===== src/rtl/inst_fetch_unit_pkg.sv =====
// Shared fetch-path definitions: instruction/PC widths, reset defaults and the
// queue entry layout used between the fetch unit and its instruction FIFO.
package inst_fetch_unit_pkg;

   localparam int          INST_W       = 32;
   localparam logic [31:0] PC_INC       = 32'd4;
   localparam logic [31:0] NOP_INST_DEF = 32'h0000_0013;
   localparam logic [31:0] RESET_PC_DEF = 32'h0000_0000;

   typedef struct packed {
      logic [31:0]       pc;
      logic [INST_W-1:0] inst;
   } fetch_entry_t;

   function automatic logic [31:0] align_pc(input logic [31:0] pc);
      return pc & ~32'h3;
   endfunction

endpackage


===== src/rtl/inst_fetch_fifo.sv =====
// In-order DEPTH-entry queue of {pc, inst}; flush wins over push/pop.
module inst_fetch_fifo
   import inst_fetch_unit_pkg::*;
#(
   parameter int DEPTH = 2,
   localparam int AW = $clog2(DEPTH),
   localparam int CW = AW + 1
) (
   input  logic         clk,
   input  logic         rst,
   input  logic         flush_i,
   input  logic         push_i,
   input  logic         pop_i,
   input  fetch_entry_t push_data_i,
   output fetch_entry_t head_o,
   output logic [CW-1:0] count_o,
   output logic         empty_o,
   output logic         full_o
);

   fetch_entry_t  mem_q [DEPTH];
   logic [AW-1:0] wr_ptr_q, rd_ptr_q;
   logic [CW-1:0] count_q;
   logic          do_push, do_pop;

   assign do_push = push_i && !flush_i;
   assign do_pop  = pop_i && !flush_i && !empty_o;

   assign empty_o = (count_q == '0);
   assign full_o  = (count_q == CW'(DEPTH));
   assign count_o = count_q;
   assign head_o  = mem_q[rd_ptr_q];

   always_ff @(posedge clk or posedge rst) begin
      if (rst) begin
         wr_ptr_q <= '0;
         rd_ptr_q <= '0;
         count_q  <= '0;
      end else if (flush_i) begin
         wr_ptr_q <= '0;
         rd_ptr_q <= '0;
         count_q  <= '0;
      end else begin
         // Pointers wrap naturally since DEPTH is a power of two.
         if (do_push) wr_ptr_q <= wr_ptr_q + AW'(1);
         if (do_pop)  rd_ptr_q <= rd_ptr_q + AW'(1);
         count_q <= count_q + CW'(do_push) - CW'(do_pop);
      end
   end

   always_ff @(posedge clk) begin
      if (do_push) mem_q[wr_ptr_q] <= push_data_i;
   end

endmodule


===== src/rtl/inst_fetch_unit.sv =====
// Fetch front end: PC, credit-limited imem requests, wrong-path discard after
// redirects, and a valid/ready instruction stream to decode.
module inst_fetch_unit
   import inst_fetch_unit_pkg::*;
#(
   parameter logic [31:0] RESET_PC = RESET_PC_DEF,
   parameter int          DEPTH    = 2,
   parameter logic [31:0] NOP_INST = NOP_INST_DEF
) (
   input  logic        clk,
   input  logic        rst,
   output logic        imem_req,
   output logic [31:0] imem_addr,
   input  logic        imem_ready,
   input  logic        imem_rvalid,
   input  logic [31:0] imem_rdata,
   input  logic        redirect_valid,
   input  logic [31:0] redirect_pc,
   output logic        inst_valid,
   input  logic        inst_ready,
   output logic [31:0] inst,
   output logic [31:0] inst_pc
);

   localparam int CW = $clog2(DEPTH) + 1;

   logic [31:0]   fetch_pc_q, fetch_pc_d, resp_pc_q, resp_pc_d, last_pc_q;
   logic [CW-1:0] outst_q, outst_d, disc_q, disc_d, fifo_count;
   logic [CW:0]   credit_used;
   logic          accept, keep_resp, pop, fifo_empty, fifo_full;
   fetch_entry_t  head;

   // Queued plus in-flight words never exceed DEPTH, so arrivals always fit.
   assign credit_used = {1'b0, fifo_count} + {1'b0, outst_q};
   assign imem_req    = !rst && !redirect_valid && (credit_used < (CW+1)'(DEPTH));
   assign imem_addr   = fetch_pc_q;
   assign accept      = imem_req && imem_ready;
   assign keep_resp   = imem_rvalid && (disc_q == '0) && !redirect_valid;

   assign inst_valid = !fifo_empty && !redirect_valid;
   assign pop        = inst_valid && inst_ready;
   assign inst       = fifo_empty ? NOP_INST : head.inst;
   assign inst_pc    = fifo_empty ? last_pc_q : head.pc;

   always_comb begin
      fetch_pc_d = fetch_pc_q;
      resp_pc_d  = resp_pc_q;
      disc_d     = disc_q;
      outst_d    = outst_q + CW'(accept) - CW'(imem_rvalid);
      if (redirect_valid) begin
         // Everything still in flight after this cycle belongs to the old path.
         fetch_pc_d = align_pc(redirect_pc);
         resp_pc_d  = align_pc(redirect_pc);
         disc_d     = outst_q - CW'(imem_rvalid);
      end else begin
         if (accept)    fetch_pc_d = fetch_pc_q + PC_INC;
         if (keep_resp) resp_pc_d = resp_pc_q + PC_INC;
         else if (imem_rvalid) disc_d = disc_q - CW'(1);
      end
   end

   always_ff @(posedge clk or posedge rst) begin
      if (rst) begin
         fetch_pc_q <= RESET_PC;
         resp_pc_q  <= RESET_PC;
         last_pc_q  <= RESET_PC;
         outst_q    <= '0;
         disc_q     <= '0;
      end else begin
         fetch_pc_q <= fetch_pc_d;
         resp_pc_q  <= resp_pc_d;
         outst_q    <= outst_d;
         disc_q     <= disc_d;
         if (!fifo_empty) last_pc_q <= head.pc;
      end
   end

   inst_fetch_fifo #(.DEPTH(DEPTH)) u_fifo (
      .clk         (clk),
      .rst         (rst),
      .flush_i     (redirect_valid),
      .push_i      (keep_resp),
      .pop_i       (pop),
      .push_data_i ('{pc: resp_pc_q, inst: imem_rdata}),
      .head_o      (head),
      .count_o     (fifo_count),
      .empty_o     (fifo_empty),
      .full_o      (fifo_full)
   );

   a_no_overflow: assert property (@(posedge clk) disable iff (rst)
      !(keep_resp && fifo_full && !pop));

endmodule


===== config.mk =====
export PLATFORM = sky130hd
export DESIGN_NAME = inst_fetch_unit
export DESIGN_NICKNAME = d
export VERILOG_FILES = /design/src/rtl/inst_fetch_unit_pkg.sv /design/src/rtl/inst_fetch_fifo.sv /design/src/rtl/inst_fetch_unit.sv
export SDC_FILE = /design/constraint.sdc
export NUM_CORES = 1
export LEC_CHECK = 0
export CORE_AREA = 5 5 137 139
export CTS_CLUSTER_SIZE = 28
export DETAILED_ROUTE_END_ITERATION = 6
export DIE_AREA = 0 0 142 144
export GPL_ROUTABILITY_DRIVEN = 0
export HOLD_SLACK_MARGIN = 0.03
export PLACE_DENSITY = 0.84
export SLEW_MARGIN = 20
export SYNTH_ARGS = -nofsm -noshare
export SYNTH_HDL_FRONTEND = slang
export SYNTH_SLANG_ARGS = --single-unit

===== constraint.sdc =====
create_clock -name clk -period 8.64 [get_ports clk]
set_clock_uncertainty 0.05 [all_clocks]
set_input_delay 1.728 -clock clk [delete_from_list [all_inputs] [get_ports clk]]
set_output_delay 1.728 -clock clk [all_outputs]
set_load 0.02 [all_outputs]

* Yosys cells after proc, flatten, opt, wreduce, memory -nomap -nowiden
Memory sizes are Yosys's and may differ from the RTL's.
Cells that the tools add are included.
** Storage, ports and cells
- Flip-flop bits (word level) :: 104
- Bits in writable memories :: 128
- Input bits :: 70
- Output and inout bits :: 98
- Logic and storage cells :: 59
- Memories :: 1
** Cells by class
- Add/subtract/negate cells :: 11
- $lt $le $gt $ge :: 1
- Equality and inequality tests :: 1
- Mux-type cells :: 16
- Reduce and logical (&&, ||, !) cells :: 21
** Memories
- u_fifo.mem_q :: words 2, bits a word 64, read ports 1, clocked after memory_dff 0, write ports 1, RTL line inst_fetch_fifo.sv:21 : fetch_entry_t mem_q [DEPTH];
** Operators by type and width (count)
- $mux W32 :: 6
- $add A32 B3 Y32 const B :: 2
- $logic_and A1 B1 Y1 :: 10
- $reduce_bool A2 Y1 :: 5
- $mux W2 :: 4
- $mux W1 :: 6
- $sub A2 B1 Y2 :: 3
- $add A2 B1 Y2 :: 2
- $logic_not A2 Y1 :: 2
- $add A2 B2 Y3 :: 1
- $logic_not A1 Y1 :: 3
- $lt A3 B2 Y1 const B :: 1
- $add A1 B1 Y1 const B :: 2
- $ne A2 B2 Y1 const B :: 1
- $reduce_and A2 Y1 :: 1
- $sub A2 B1 Y2 const B :: 1

* Depth between registers and ports, before layout
- Word-level depth :: 8
- Gate-level depth with buffers :: 10
- Depth with buffers taken out :: 10

* By module
From an unflattened synthesis, not the netlist that was laid out.
** Second synthesis, totals
- Cells, all modules :: 769
- Area total of the unflattened synthesis :: 10229.8 um^2
** Modules (own cells, without submodules)
- inst_fetch_unit :: instances 1, cells each 546, area an instance 5367.6 um^2, sequential area each 2402.3 um^2
- inst_fetch_fifo :: instances 1, cells each 223, area an instance 4862.2 um^2, sequential area each 3943.8 um^2

* Worst setup path after synthesis
No wires, ideal clock.
- Kind :: input to register
- Start point :: in redirect_valid
- End point :: mem u_fifo.mem_q[0][0] in the netlist's numbering, enable pin
- Arrival :: 6.315 ns
- Required time :: 8.031 ns
- Path slack :: 1.717 ns
- Stages :: 3
- Path buffers :: 2
- Path through :: buf_6 -> clkbuf_1 -> nor3_1
** Between the ends
- Cells in the longest elaborated chain, start to end :: 5
** Ends and longest elaborated chain
- start, declared :: RTL line inst_fetch_unit.sv:17 : input logic redirect_valid,
- $logic_not A1 Y1 * :: RTL line inst_fetch_fifo.sv:26, inst_fetch_unit.sv:38
- $logic_and A1 B1 Y1 :: RTL line inst_fetch_unit.sv:38 : assign keep_resp = imem_rvalid && (disc_q == '0) && !redirect_valid;
- $logic_and A1 B1 Y1 * :: RTL line inst_fetch_fifo.sv:26 : assign do_push = push_i && !flush_i;
- $mux W1 * :: RTL line inst_fetch_fifo.sv:52 : if (do_push) mem_q[wr_ptr_q] <= push_data_i;
- $mux W1 (implied by the code) * :: RTL line inst_fetch_fifo.sv:52
- end, declared :: RTL line inst_fetch_fifo.sv:21
Mark *: on every way between the ends. The rest lies on a longest branch, timed or not.

* Worst setup path in the final report
- Start point :: in redirect_valid
- End point :: out imem_req
** Between the ends
- Cells in the longest elaborated chain, start to end :: 3
** Ends and longest elaborated chain
- $logic_not A1 Y1 :: RTL line inst_fetch_unit.sv:35 : assign imem_req = !rst && !redirect_valid && (credit_used < (CW+1)'(DEPTH));
- $logic_and A1 B1 Y1 (2 in series) :: RTL line inst_fetch_unit.sv:35
- end, declared :: RTL line inst_fetch_unit.sv:12 : output logic imem_req,
Every way passes these cells.

==> flow_metrics.tcl <==
set metrics [dict create \
    core_um2 17500 \
    hold_path.class "register to register" \
    cts.sinks 224 \
    finalSetupTns_ns 0 \
    rsz0062_at_grt "no" \
    critPathLaunchType "input port" \
    dieWidth_um 142 \
    crit_slowest_cell "clkdlybuf4s50_1" \
    wl_per_cell_um 18.0 \
    antenna_cells 0 \
    ant_nets 0 \
    vias_per_cell 5.73 \
    regArea_um2 6230 \
    r2r-end "imem_addr[27]" \
    ys_seq_elements 224 \
    r2r_cells 7 \
    cellPowerDensity_nw_per_um2 273 \
    clk_pin_slew_ns 0.06 \
    cp.required_ns 6.86 \
    wirelength_um 20800 \
    power_leakage_uw 0.00436 \
    max_freq_mhz 192 \
    finalHoldViolations 0 \
    crit_chain "clkdlybuf4s50_1 -> buf_4 -> nor4_1 -> clkdlybuf4s50_1" \
    worstMarginPinSlew_ns 0.856 \
    dpl.hpwl_um 13800 \
    synthFlopType "edfxtp_1" \
    synth_seq_area_share 0.645 \
    htree_levels 1 \
    fin_crit_ns 5.20 \
    drv_slew 0 \
    period_share 0.601 \
    ios 168 \
    grt_max_degree 93 \
    synth_cells 760 \
    arrival_ns 3.42 \
    syn-cell-area_um2 9650 \
    synth_edf_count 124 \
    clock-root-buffer "clkbuf_16" \
    hp-start "last_pc_q[0]" \
    whs_path_depth 1 \
    vdd_ir_drop_max_mv 0.136 \
    cts-buffers-inserted 22 \
    die_h_um 144 \
    postCtsHoldBufs 0 \
    multi_input_area_um2 3190 \
    start_util 0.551 \
    path_buf_inv 3 \
    yosysWarningCount 0 \
    r2r_start "u_fifo.count_o[0]" \
    antenna_found_initial 0 \
    design.die.area_um2 20400 \
    placed_cell_area_um2 11500 \
    avgSynthCellArea_um2 12.7 \
    grt_usage 0.204 \
    numPortBuffers 163 \
    slowest_delay_ns 0.67 \
    cp_top_family "buffers and inverters" \
    grt_pass1_vias 6516 \
    rows 49 \
    syn_to_final_growth_pct 26.3 \
    clock_latency_ns 0.50 \
    clockBufferDepth 3 \
    maxCapViolations 0 \
    synthArstFlopShare 0.446 \
    outcome "completed" \
    finalSetupViolCount 0 \
    regToRegSetupSlack_ns 5.15 \
    worst-path-max-fanout 31 \
    min_to "last_pc_q[0]" \
    crit_top_cell "clkdlybuf4s50_1" \
    fin_nets 992 \
    grt_pass1_wl_um 33600 \
    post-cts-setup-buffers 0 \
    drt_pre_antenna_iters 5 \
    finish.instance_area_um2 12200 \
    criticalPathCategory "input port to primary output" \
    crit_path_end_kind "primary output" \
    synth.distinct_cells 51 \
    grt-ovfl-total 0 \
    fillers 1259 \
    ctsResizeCount 0 \
    drtIter0Drc 490 \
    layout-drive-gt1-share 0.0624 \
    slew_headroom 0.429 \
    final_core_util 0.695 \
    vias 6638 \
    drc_errors 0 \
    cts_tree "yes" \
]
final cells by class:
type | count | share of cell area
sequential | 224 | 0.511
multi-input combinational | 478 | 0.261
timing repair buffer | 170 | 0.138
clock buffer | 27 | 0.0510
tap | 229 | 0.0235
clock inverter | 13 | 0.00965
inverter | 17 | 0.00544
cell usage after synthesis, types with 3 or more instances:
library cell	instances	area, um^2
mux2_1	10	113
nand3_1	20	100
o21ai_1	17	85.1
ha_1	8	100
o31ai_1	20	150
or4_1	26	195
nand2_1	59	221
buf_4	3	22.5
and2_1	4	25.0
o21ai_0	25	125
and4_1	7	61.3
nor2_1	66	248
nor4_1	6	37.5
a31oi_1	30	188
clkbuf_1	35	131
edfxtp_1	124	3720
dfrtp_1	100	2500
mux2i_1	65	651
xor2_1	6	52.6
nor3_1	9	45.0
xnor2_1	20	175
inv_1	16	60.1
a211oi_1	8	60.1
or3_1	9	56.3
a21oi_1	7	35.0
a221oi_1	3	26.3
nor2b_1	3	18.8
nand4_1	14	87.6
and3_1	13	81.3
sequential cells by signal, summed over array words and instances, names as in the netlist, 2 cells and up:
name,cells
disc_q,2
imem_addr,30
last_pc_q,32
outst_q,2
resp_pc_q,30
u_fifo.count_o,2
u_fifo.mem_q,124
worst reg2reg max path: cells and delay by family (launching register included):
family	cells	cell delay, ns
fa+ha+maj	1	0.50
simple gates	4	2.20
compound gates	1	0.16
buf+inv	1	0.10
flops	1	0.40
where the power goes:
part	leakage (uW)	switching (uW)	total, uW	internal, uW
logic	0.00171	543	967	424
clock network	0.000356	388	960	572
registers	0.00230	105	1400	1290
total	0.00436	1040	3330	2290
cell usage in the layout (no fill, tap or decap), types with 24 or more instances in the layout:
cell and count:
nand2_1 59, clkdlybuf4s50_1 163, or4_1 26, nor2_1 65, a31oi_1 30, mux2i_1 65, o21ai_0 25, dfrtp_1 99
edfxtp_1 124, clkbuf_16 24
worst max path at each step:
stage,start,to,slack [ns],depth (start not counted)
2_1_floorplan,redirect_valid,u_fifo.mem_q[0][0],1.72,3
3_3_place_gp,redirect_valid,imem_req,3.44,4
3_5_place_dp,redirect_valid,imem_req,3.50,4
4_1_cts,redirect_valid,imem_req,3.47,4
5_1_grt,redirect_valid,imem_req,3.39,4
6_report,redirect_valid,imem_req,3.44,4
logic make-up (layout without fill, tap and decap cells):
kind of cell | count (synthesis) | after routing | share of synthesized area
adder cells (fa/ha/maj) | 9 | 9 | 0.0124
AND/OR/NAND/NOR | 247 | 247 | 0.135
flip-flops | 224 | 224 | 0.645
XOR/XNOR | 26 | 26 | 0.0236
multiplexers | 77 | 77 | 0.0814
buffers and inverters | 59 | 227 | 0.0268
AO/OA/AOI/OAI | 117 | 117 | 0.0756
other | 1 | 2 | 0.000388
routing by layer:
layer  share of wire  track usage  wire length, um  vias up
li1                -            -                -     3161
met4           0.017       0.0556              352        0
met2            0.47        0.325             9820      246
met3           0.075       0.0367             1560       26
met1            0.44        0.292             9100     3205
met5               0            0                0        -
through the flow:
stage                     hold WS, ns  setup slack, ns  instances  power (uW)
after global routing            0.439             3.39       1158        3490
after detailed placement        0.417             3.50       1118        2400
final                           0.427             3.44       1158        3330
after CTS                       0.431             3.47       1158        3360
after floorplan                 0.415             1.72        761        1950
after global placement          0.414             3.44       1118        2360
Note: power is estimated with default switching activity, not from simulation.
